### config.mk
export PLATFORM = sky130hd
export DESIGN_NAME = uart_rx
export DESIGN_NICKNAME = d
export VERILOG_FILES = /design/src/rtl/uart_pkg.sv /design/src/rtl/uart_baud_gen.sv /design/src/rtl/uart_rx.sv
export SDC_FILE = /design/constraint.sdc
export NUM_CORES = 1
export LEC_CHECK = 0
export CAP_MARGIN = 15
export CORE_UTILIZATION = 45
export DETAILED_ROUTE_END_ITERATION = 12
export PLACE_DENSITY = 0.68
export SLEW_MARGIN = 20
export SYNTH_ARGS = -nofsm -noshare
export SYNTH_HDL_FRONTEND = slang
export SYNTH_HIERARCHICAL = 1
export SYNTH_SLANG_ARGS = --single-unit
### constraint.sdc
create_clock -name clk -period 5.15 [get_ports clk]
set_input_delay 1.2875 -clock clk [delete_from_list [all_inputs] [get_ports clk]]
set_output_delay 1.2875 -clock clk [all_outputs]
set_load 0.005 [all_outputs]
### src/rtl/uart_pkg.sv
// Shared UART definitions: oversampling constants, sample points and the receiver/transmitter state enum.
package uart_pkg;

  localparam int unsigned OVERSAMPLE = 16;
  localparam int unsigned TICK_W     = 4;
  localparam int unsigned DATA_BITS  = 8;
  localparam int unsigned BIT_CNT_W  = 3;
  localparam int unsigned BAUD_CNT_W = 16;

  // Mid-cell sample points within the 16-tick bit cell; the bit is decided at SAMPLE_C.
  localparam logic [TICK_W-1:0] SAMPLE_A = 4'd7;
  localparam logic [TICK_W-1:0] SAMPLE_B = 4'd8;
  localparam logic [TICK_W-1:0] SAMPLE_C = 4'd9;

  typedef enum logic [2:0] {
    IDLE   = 3'd0,
    START  = 3'd1,
    DATA   = 3'd2,
    PARITY = 3'd3,
    STOP   = 3'd4
  } uart_state_e;

  function automatic logic majority3(input logic a, input logic b, input logic c);
    return (a & b) | (a & c) | (b & c);
  endfunction

endpackage

### src/rtl/uart_baud_gen.sv
// Oversampling tick generator: one-clk tick every DIVIDER clocks, restartable by a synchronous clear.
module uart_baud_gen
  import uart_pkg::*;
#(
  parameter int unsigned DIVIDER = 651
) (
  input  logic clk,
  input  logic reset_n,
  input  logic i_clear,
  output logic o_tick
);

  localparam logic [BAUD_CNT_W-1:0] LAST = BAUD_CNT_W'(DIVIDER - 1);

  logic [BAUD_CNT_W-1:0] r_cnt;
  logic                  r_tick;

  always_ff @(posedge clk) begin
    if (!reset_n) begin
      r_cnt  <= '0;
      r_tick <= 1'b0;
    end else if (i_clear) begin
      r_cnt  <= '0;
      r_tick <= 1'b0;
    end else if (r_cnt == LAST) begin
      r_cnt  <= '0;
      r_tick <= 1'b1;
    end else begin
      r_cnt  <= r_cnt + BAUD_CNT_W'(1);
      r_tick <= 1'b0;
    end
  end

  assign o_tick = r_tick;

endmodule

### src/rtl/uart_rx.sv
// 16x-oversampling 8N1 UART receiver with valid/ready output and framing/overrun flags.
// Define UART_RX_PARITY_EN for 8-data + parity + stop framing with a parity_err pulse.
module uart_rx
  import uart_pkg::*;
#(
  parameter int unsigned CLK_FREQ  = 100_000_000,
  parameter int unsigned BAUD_RATE = 9600
`ifdef UART_RX_PARITY_EN
  ,
  parameter bit          PARITY_ODD = 1'b0
`endif
) (
  input  logic                 clk,
  input  logic                 reset_n,
  input  logic                 rxd,
  output logic [DATA_BITS-1:0] rx_data,
  output logic                 rx_valid,
  input  logic                 rx_ready,
  output logic                 rx_busy,
  output logic                 frame_err,
  output logic                 overrun
`ifdef UART_RX_PARITY_EN
  ,
  output logic                 parity_err
`endif
);

  localparam int unsigned DIVIDER = CLK_FREQ / (BAUD_RATE * OVERSAMPLE);

  logic r_sync1, r_sync2, r_prev;
  logic w_fall, w_tick, w_decide, w_bit;

  uart_state_e r_state, w_state_next;
  logic        w_start, w_shift, w_deliver, w_frame_err;

  logic [TICK_W-1:0]    r_tick_cnt;
  logic [BIT_CNT_W-1:0] r_bit_cnt;
  logic [DATA_BITS-1:0] r_shift;
  logic                 r_samp_a, r_samp_b;

  logic [DATA_BITS-1:0] r_rx_data;
  logic                 r_rx_valid, r_busy, r_frame_err, r_overrun;

`ifdef UART_RX_PARITY_EN
  logic r_parity_bit, r_parity_err;
  logic w_parity_err, w_par_latch, w_par_bad;
`endif

  // Two-flop synchroniser plus history flop for falling-edge detection.
  always_ff @(posedge clk) begin
    if (!reset_n) begin
      r_sync1 <= 1'b1;
      r_sync2 <= 1'b1;
      r_prev  <= 1'b1;
    end else begin
      r_sync1 <= rxd;
      r_sync2 <= r_sync1;
      r_prev  <= r_sync2;
    end
  end

  assign w_fall   = r_prev & ~r_sync2;
  assign w_decide = w_tick && (r_tick_cnt == SAMPLE_C);
  assign w_bit    = majority3(r_samp_a, r_samp_b, r_sync2);

  uart_baud_gen #(
    .DIVIDER (DIVIDER)
  ) u_baud_gen (
    .clk     (clk),
    .reset_n (reset_n),
    .i_clear (w_start),
    .o_tick  (w_tick)
  );

`ifdef UART_RX_PARITY_EN
  assign w_par_bad = ((^r_shift) ^ r_parity_bit) != PARITY_ODD;
`endif

  always_ff @(posedge clk) begin
    if (!reset_n) r_state <= IDLE;
    else          r_state <= w_state_next;
  end

  always_comb begin
    w_state_next = r_state;
    w_start      = 1'b0;
    w_shift      = 1'b0;
    w_deliver    = 1'b0;
    w_frame_err  = 1'b0;
`ifdef UART_RX_PARITY_EN
    w_parity_err = 1'b0;
    w_par_latch  = 1'b0;
`endif
    case (r_state)
      IDLE: begin
        if (w_fall) begin
          w_start      = 1'b1;
          w_state_next = START;
        end
      end
      START: begin
        if (w_decide) w_state_next = w_bit ? IDLE : DATA;
      end
      DATA: begin
        if (w_decide) begin
          w_shift = 1'b1;
          if (r_bit_cnt == BIT_CNT_W'(DATA_BITS - 1)) begin
`ifdef UART_RX_PARITY_EN
            w_state_next = PARITY;
`else
            w_state_next = STOP;
`endif
          end
        end
      end
      PARITY: begin
`ifdef UART_RX_PARITY_EN
        if (w_decide) begin
          w_par_latch  = 1'b1;
          w_state_next = STOP;
        end
`else
        w_state_next = IDLE;
`endif
      end
      STOP: begin
        // A bad stop bit outranks a parity mismatch.
        if (w_decide) begin
          w_state_next = IDLE;
          if (!w_bit) begin
            w_frame_err = 1'b1;
`ifdef UART_RX_PARITY_EN
          end else if (w_par_bad) begin
            w_parity_err = 1'b1;
`endif
          end else begin
            w_deliver = 1'b1;
          end
        end
      end
      default: w_state_next = IDLE;
    endcase
  end

  // Bit-cell timing, mid-cell samples and the LSB-first shift register.
  always_ff @(posedge clk) begin
    if (!reset_n) begin
      r_tick_cnt <= '0;
      r_bit_cnt  <= '0;
      r_shift    <= '0;
      r_samp_a   <= 1'b0;
      r_samp_b   <= 1'b0;
    end else begin
      if (w_start)
        r_tick_cnt <= '0;
      else if (w_tick && (r_state != IDLE))
        r_tick_cnt <= r_tick_cnt + TICK_W'(1);

      if (w_tick && (r_tick_cnt == SAMPLE_A)) r_samp_a <= r_sync2;
      if (w_tick && (r_tick_cnt == SAMPLE_B)) r_samp_b <= r_sync2;

      if (w_start) begin
        r_bit_cnt <= '0;
      end else if (w_shift) begin
        r_shift   <= {w_bit, r_shift[DATA_BITS-1:1]};
        r_bit_cnt <= r_bit_cnt + BIT_CNT_W'(1);
      end
    end
  end

`ifdef UART_RX_PARITY_EN
  always_ff @(posedge clk) begin
    if (!reset_n) begin
      r_parity_bit <= 1'b0;
      r_parity_err <= 1'b0;
    end else begin
      if (w_par_latch) r_parity_bit <= w_bit;
      r_parity_err <= w_parity_err;
    end
  end

  assign parity_err = r_parity_err;
`endif

  // Output handshake: a delivery into a held byte is dropped and flagged.
  always_ff @(posedge clk) begin
    if (!reset_n) begin
      r_rx_data   <= '0;
      r_rx_valid  <= 1'b0;
      r_busy      <= 1'b0;
      r_frame_err <= 1'b0;
      r_overrun   <= 1'b0;
    end else begin
      r_busy      <= (w_state_next != IDLE);
      r_frame_err <= w_frame_err;
      r_overrun   <= 1'b0;
      if (w_deliver) begin
        if (!r_rx_valid || rx_ready) begin
          r_rx_data  <= r_shift;
          r_rx_valid <= 1'b1;
        end else begin
          r_overrun  <= 1'b1;
        end
      end else if (r_rx_valid && rx_ready) begin
        r_rx_valid <= 1'b0;
      end
    end
  end

  assign rx_data   = r_rx_data;
  assign rx_valid  = r_rx_valid;
  assign rx_busy   = r_busy;
  assign frame_err = r_frame_err;
  assign overrun   = r_overrun;

endmodule
==> summary.txt, run 1 <==
Logic synthesis
  – Syn Inst Count: 232
  – Mean Syn Cell Area: 9.627 um^2
  – Top post-synthesis cells by area: dfxtp_1, nor2_1, mux2i_1
  – Yosys cell types: 43
  – Synthesis Warnings: 6
  – Top FF cell, synth: dfxtp_1
  – Synth Register Bits: 52
  – Netlist Area Pre-Place: 0.002233 mm^2
  – Post-synth net total: 243
  – Post-synth top area cell: dfxtp_1
  – Top cell type's share of synthesized area: 0.4661
  – Number of enable flip-flop cells after synthesis: 0
  – Seq/Total Area, Yosys: 0.4661
  – Post-synthesis async set-or-reset flop share: 0

CTS
  – Num CTS Buffers: 5
  – CTS tree: done
  – Worst-skew pair later-pin latency: 0.31 ns
  – Maximum clock insertion buffer count: 2
  – Clock Tree Root: clkbuf_8
  – CTS sink count: 52
  – Post-CTS Resized: 0
  – # H-tree levels: 2
  – Hold-fix buffers at CTS: 0
  – Clock Pin Slew Worst Setup and Hold Paths: 0.09 ns
  – Setup Buffers After CTS: 0

Global route
  – Total global routing overflow: 0
  – Met1 usage: 0.2021
  – Initial antenna violation count: 0
  – Total GRT Usage: 0.1565
  – GRT Max-Usage Layer: met2
  – Largest net degree at the start of global routing: 25
  – Met2 Track Usage GR: 0.2378
  – M3 GR Usage: 0.05000
  – Vias in the first global route: 1413
  – First-pass GRT wire length: 6.299 mm

Cells and area
  – Final nets: 256
  – Most frequent cells in the layout: dfxtp_1, nor2_1, nand2_1, nand3_1, clkdlybuf4s50_1
  – Final non-filler cell total: 313
  – Layout overhead on the synthesized area: 12.21%
  – Number of fill cells: 455
  – Layout cells sized above 1: 0.09756
  – Diodes inserted: 0
  – Commonest non-fill, non-tap cell in the layout: dfxtp_1

Floorplan
  – Initial core utilization: 0.4697
  – Core footprint: 0.004755 mm^2
  – Die area: 0.005249 mm^2
  – Die Wd: 72.45 um
  – DIE HEIGHT: 72.45 um
  – Row Count: 25
  – # IOs: 16

STA
  – Least-Margin Pin Slew: 0.8797 ns
  – Worst hold margin: 0.4158 ns
  – Setup violators final: 0
  – Final worst setup slack: 2.212 ns
  – Slew HR: 0.4117
  – Final Critical Period: 2.938 ns
  – Period utilization: 0.5705
  – Slew Limit Fails: 0
  – Fin. Hold Viols: 0
  – Setup TNS: 0 ns
  – Setup Skew: 0.01166 ns
  – FMAX: 340.4 MHz
  – RSZ-0062 raised after global routing: no

Placement
  – I/O Buffers: 15
  – GPL Wtd Cong: 0.8326
  – Pre-CTS WS: 1.856 ns
  – Placed Cells: 305
  – DP HPWL: 2.567 mm

Route
  – 1st-iter DRT viols: 71
  – WL/cell: 11.95 um
  – Vias: 1565
  – Post-route ant nets: 0
  – Via-to-Cell Ratio: 5.000
  – First-pass DRT Iterations: 4
  – Routed Wire Length: 3.739 mm
  – DRC Markers: 0

Flow run
  – Maxcap violations: 0

Critical path
  – Crit-path max cell delay: 1.04 ns
  – CP max FO: 24
  – Crit Path Class: primary input to register
  – CP Capture Type: register
  – Worst path cell trace: clkdlybuf4s50_1, inv_1, a211o_1, o211ai_2
  – Worst setup SP type: primary input
  – Crit path DAT: 3.18 ns
  – Critical Path RT: 5.39 ns
  – Critical-path top delay cell: clkdlybuf4s50_1

Power and ir drop
  – Power per Cell Area: 270.0 mW/mm^2
  – Worst vdd ir: 0.1692 mV
  – P_leak: 0.9582 nW
  – Total power: 0.0006767 W

Min path
  – Hold WC Path Type: register to register

Outcome
  – Status: finished, final reports clean
## worst max-delay path: cells and delay by family
family	cells	cell delay, ns
buf+inv	2	1.46
compound gates	2	0.42
## metal layers
metal / vias to the layer above / part of all wire
met5: - / 0
met1: 720 / 0.48
met3: 7 / 0.035
li1: 816 / -
met2: 22 / 0.46
met4: 0 / 0.023
## cell type report
type                    count  area, um^2  area share
flip-flops and latches     52        1041      0.4154
repair buffers             15       150.1     0.05991
well taps                  67       83.83     0.03345
clock inverters             2       15.01    0.005991
inverters                   8       30.03     0.01198
clock buffers               6       82.58     0.03295
multi-input cells         163        1104      0.4403
## cell families (layout without fill, tap and decap cells)
family / after synthesis / in the layout / synth area share
and+or+nand+nor: 108 / 108 / 0.2790
DFF: 52 / 52 / 0.4661
adders and majority gates: 8 / 8 / 0.04370
xor gates and xnor gates: 18 / 18 / 0.07059
buffers and inverters: 17 / 31 / 0.03977
AOI/OAI and AO/OA: 17 / 17 / 0.04706
muxes: 12 / 12 / 0.05378
## stage by stage
| step | cell area (um^2) | utilization |
|---|---|---|
| 2_1_floorplan | 2233 | - |
| 3_3_place_gp | 2409 | 0.5066 |
| 3_5_place_dp | 2409 | 0.5066 |
| 4_1_cts | 2506 | 0.5271 |
| 5_1_grt | 2506 | 0.5271 |
| 6_report | 2506 | 0.5271 |
## sequential cells by signal (all words and copies together) (netlist names)
name               flops
frame_err              1
overrun                1
r_bit_cnt              3
r_prev                 1
r_samp_a               1
r_samp_b               1
r_shift                8
r_state                3
r_sync1                1
r_sync2                1
r_tick_cnt             4
rx_busy                1
rx_data                8
rx_valid               1
u_baud_gen/o_tick      1
u_baud_gen/r_cnt      16
## synthesized netlist by cell type (4+ instances only)
| cell type | n |
|---|---|
| nor4_2 | 4 |
| ha_1 | 7 |
| nand2_1 | 15 |
| inv_1 | 8 |
| xor2_1 | 6 |
| nand4_1 | 6 |
| nand3_1 | 15 |
| nand2b_1 | 4 |
| nor3_1 | 6 |
| xnor2_1 | 12 |
| o21ai_0 | 9 |
| nor2_1 | 35 |
| mux2i_1 | 12 |
| dfxtp_1 | 52 |
## final timing paths
path / end / slack, ns / depth (start not counted) / startpoint
worst max register to register: r_shift[3]$_SDFFE_PN0P_ / 3.21 / 6 / r_tick_cnt[1]$_SDFFE_PP0P_
worst min-delay path: r_sync2$_SDFF_PN1_ / 0.42 / 1 / r_sync1$_SDFF_PN1_
worst min register to register: r_sync2$_SDFF_PN1_ / 0.42 / 1 / r_sync1$_SDFF_PN1_
worst max-delay path: rx_busy$_SDFF_PN0_ / 2.21 / 4 / reset_n
## report_power, final
group	switching (W)	total, W	internal, W
sequential	0.00000435	0.000410	0.000406
clock	0.000136	0.000245	0.000109
combinational	0.0000135	0.0000216	0.00000809
total	0.000154	0.000677	0.000523
No activity file was read; power rests on OpenSTA's default activity.
==> run 2: changes to the inputs <==
- clock period: 5.15 -> 2.8 ns (I/O delays scaled with it)
==> run 2 against run 1 <==
Cell area rose by 1.9%. Worst hold slack got worse by 0.0088 ns. Via count rose by 0.96%. Sequential share of layout area fell by 0.77 points. Sequential cell count did not move. Register-to-register slack got worse by 2.4 ns. Power rose by 110%. Critical endpoint is now r_shift[1]$_SDFFE_PN0P_. Largest cell class unchanged. Largest power group unchanged.
==> summary.txt, run 2 (same netlist as run 1, synthesis figures left out) <==
Outcome
  – Status: finished, final reports clean

Floorplan
  – Core footprint: 0.004755 mm^2 (unchanged)
  – DIE HEIGHT: 72.45 um (unchanged)
  – Die area: 0.005249 mm^2 (unchanged)
  – Initial core utilization: 0.4697 (unchanged)
  – Row Count: 25 (unchanged)
  – Die Wd: 72.45 um (unchanged)
  – # IOs: 16 (unchanged)

Cells and area
  – Layout cells sized above 1: 0.1012 (+0.003654)
  – Number of fill cells: 458 (+0.66%)
  – Multi-input logic area: 0.001104 mm^2 (unchanged)
  – Most flop-heavy register: u_baud_gen/r_cnt
  – Post-route cell area: 0.002554 mm^2 (+1.9%)
  – Layout overhead on the synthesized area: 14.34%
  – Final nets: 257 (+0.39%)
  – Seq. cell area: 0.001041 mm^2 (unchanged)
  – Most frequent cells in the layout: dfxtp_1, nor2_1, nand2_1, nand3_1, clkdlybuf4s50_1
  – Commonest non-fill, non-tap cell in the layout: dfxtp_1
  – Diodes inserted: 0 (unchanged)
  – Max reg flops: 16 (unchanged)

CTS
  – Post-CTS Resized: 0 (unchanged)
  – Worst-skew pair later-pin latency: 0.31 ns (about the same)
  – Hold-fix buffers at CTS: 0 (unchanged)
  – Num CTS Buffers: 5 (unchanged)
  – Maximum clock insertion buffer count: 2 (unchanged)
  – Setup Buffers After CTS: 0 (unchanged)
  – Clock Tree Root: clkbuf_8
  – CTS sink count: 52 (unchanged)
  – Clock Pin Slew Worst Setup and Hold Paths: 0.10 ns (about the same)
  – # H-tree levels: 2 (unchanged)
  – CTS tree: done

STA
  – Setup TNS: 0 ns (unchanged)
  – RSZ-0062 raised after global routing: no
  – Final worst setup slack: 0.8360 ns (-1.376 ns)
  – Period utilization: 0.7014
  – Setup Skew: 0.01017 ns (-0.001493 ns)
  – FMAX: 509.2 MHz
  – Slew HR: 0.5347 (+0.1230)
  – Least-Margin Pin Slew: 0.6960 ns (-0.1837 ns)
  – Fin. Hold Viols: 0 (unchanged)
  – Setup violators final: 0 (unchanged)
  – Final Critical Period: 1.964 ns
  – Slew Limit Fails: 0 (unchanged)

Route
  – Via-to-Cell Ratio: 5.032 (+0.64%)
  – First-pass DRT Iterations: 4 (unchanged)
  – 1st-iter DRT viols: 37 (-48%)
  – Routed Wire Length: 3.620 mm (-3.2%)
  – DRC Markers: 0 (unchanged)
  – Post-route ant nets: 0 (unchanged)
  – Vias: 1580 (+0.96%)
  – WL/cell: 11.53 um (-3.5%)

Critical path
  – R2R setup slack: 0.84 ns (-2.37 ns)
  – Critical-path top delay cell: nand3_1
  – Worst path cell trace: inv_1, ha_1, and4b_1, nand3_1, mux2i_1, nor2_1
  – Reg2reg end: r_shift[1]$_SDFFE_PN0P_
  – Stages on worst setup path: 6 (+2)
  – Crit-path max cell delay: 0.55 ns (-0.49 ns)
  – Register-to-Register Path Depth: 6 (unchanged)
  – Crit path DAT: 2.15 ns (-1.03 ns)
  – Critical path buffer and inverter count: 1 (-1)
  – Worst path top cell family by delay: simple AND/OR/NAND/NOR gates
  – Worst setup SP type: register
  – Critical Path End: r_shift[1]$_SDFFE_PN0P_
  – Crit Path Class: register to register
  – Worst setup path startpoint: r_tick_cnt[1]$_SDFFE_PP0P_
  – CP max FO: 11 (-54%)
  – CP Capture Type: register
  – R2r startpoint: r_tick_cnt[1]$_SDFFE_PP0P_
  – Critical Path RT: 2.98 ns (-2.41 ns)

Global route
  – Initial antenna violation count: 0 (unchanged)
  – First-pass GRT wire length: 6.265 mm (-0.54%)
  – Total global routing overflow: 0 (unchanged)
  – Total GRT Usage: 0.1538 (-0.002606)
  – Vias in the first global route: 1436 (+1.6%)
  – Largest net degree at the start of global routing: 19 (-24%)

Placement
  – I/O Buffers: 15 (unchanged)
  – DP HPWL: 2.532 mm (-1.4%)
  – GPL Wtd Cong: 0.8410 (+1.0%)
  – Placed cell areas: 0.002416 mm^2 (+0.31%)
  – Pre-CTS WS: 0.5113 ns (-1.345 ns)

Power and ir drop
  – P_leak: 0.9883 nW (+3.1%)
  – Worst vdd ir: 0.4216 mV (+150%)
  – Power per Cell Area: 548.6 mW/mm^2 (+100%)

Flow run
  – Maxcap violations: 0 (unchanged)

Min path
  – Hold WC Path Type: register to register
==> run 2: cell count changes in the layout (fill, tap and decap cells not counted), sizes merged <==
cell | before | now
bufinv | 0 | 2
clkbuf | 6 | 5
clkinvlp | 2 | 0
inv | 8 | 9
buf | 0 | 1
==> run 2: worst min-delay path by stage <==
| stage | cells after the start | to | slack, ns | from |
|---|---|---|---|---|
| 6_report | 1 | r_sync2$_SDFF_PN1_ | 0.41 | r_sync1$_SDFF_PN1_ |
| 5_1_grt | 1 | r_sync2$_SDFF_PN1_ | 0.42 | r_sync1$_SDFF_PN1_ |
| 4_1_cts | 1 | r_sync2$_SDFF_PN1_ | 0.41 | r_sync1$_SDFF_PN1_ |
| 3_5_place_dp | 1 | r_sync2$_SDFF_PN1_ | 0.40 | r_sync1$_SDFF_PN1_ |
| 3_3_place_gp | 1 | r_sync2$_SDFF_PN1_ | 0.40 | r_sync1$_SDFF_PN1_ |
| 2_1_floorplan | 1 | r_sync2$_SDFF_PN1_ | 0.39 | r_sync1$_SDFF_PN1_ |
==> run 2: report_power, final <==
| group | internal (W) | switching, W | total, W |
|---|---|---|---|
| sequential | 0.000746 | 0.00000828 | 0.000754 |
| combinational | 0.0000155 | 0.0000248 | 0.0000403 |
| clock | 0.000360 | 0.000247 | 0.000606 |
| total | 0.00112 | 0.000280 | 0.00140 |
==> run 2: through the flow <==
stage          instances  utilization   power, W  hold slack (ns)
2_1_floorplan        232            -  0.0007991           0.3863
3_3_place_gp         306       0.5082  0.0008121           0.3966
3_5_place_dp         306       0.5082  0.0008123           0.3963
4_1_cts              314       0.5371   0.001421           0.4098
5_1_grt              314       0.5371   0.001459           0.4162
6_report             314       0.5371   0.001401           0.4070
==> run 2: layer usage <==
layer  vias to the layer above  share of wire  global-route usage
met5                         -              0                   0
met4                         0          0.021             0.07190
met3                         7          0.020             0.03333
met2                        14           0.45              0.2440
met1                       739           0.51              0.1997
li1                        820              -                   -
==> run 2: area by class of cell <==
cell class                      count  share of cell area
Clock buffer                        5             0.02695
Sequential cell                    52              0.4076
Clock inverter                      3             0.02695
Tap cell                           67             0.03283
Multi-Input combinational cell    163              0.4321
Timing Repair Buffer               16             0.06173
Inverter                            8             0.01176
==> run 2: worst reg2reg max path, cell delays in order, from the launching register on <==
cell and delay [ns]:
dfxtp_1 0.35, inv_1 0.08, ha_1 0.13, and4b_1 0.33, nand3_1 0.55, mux2i_1 0.34
nor2_1 0.06
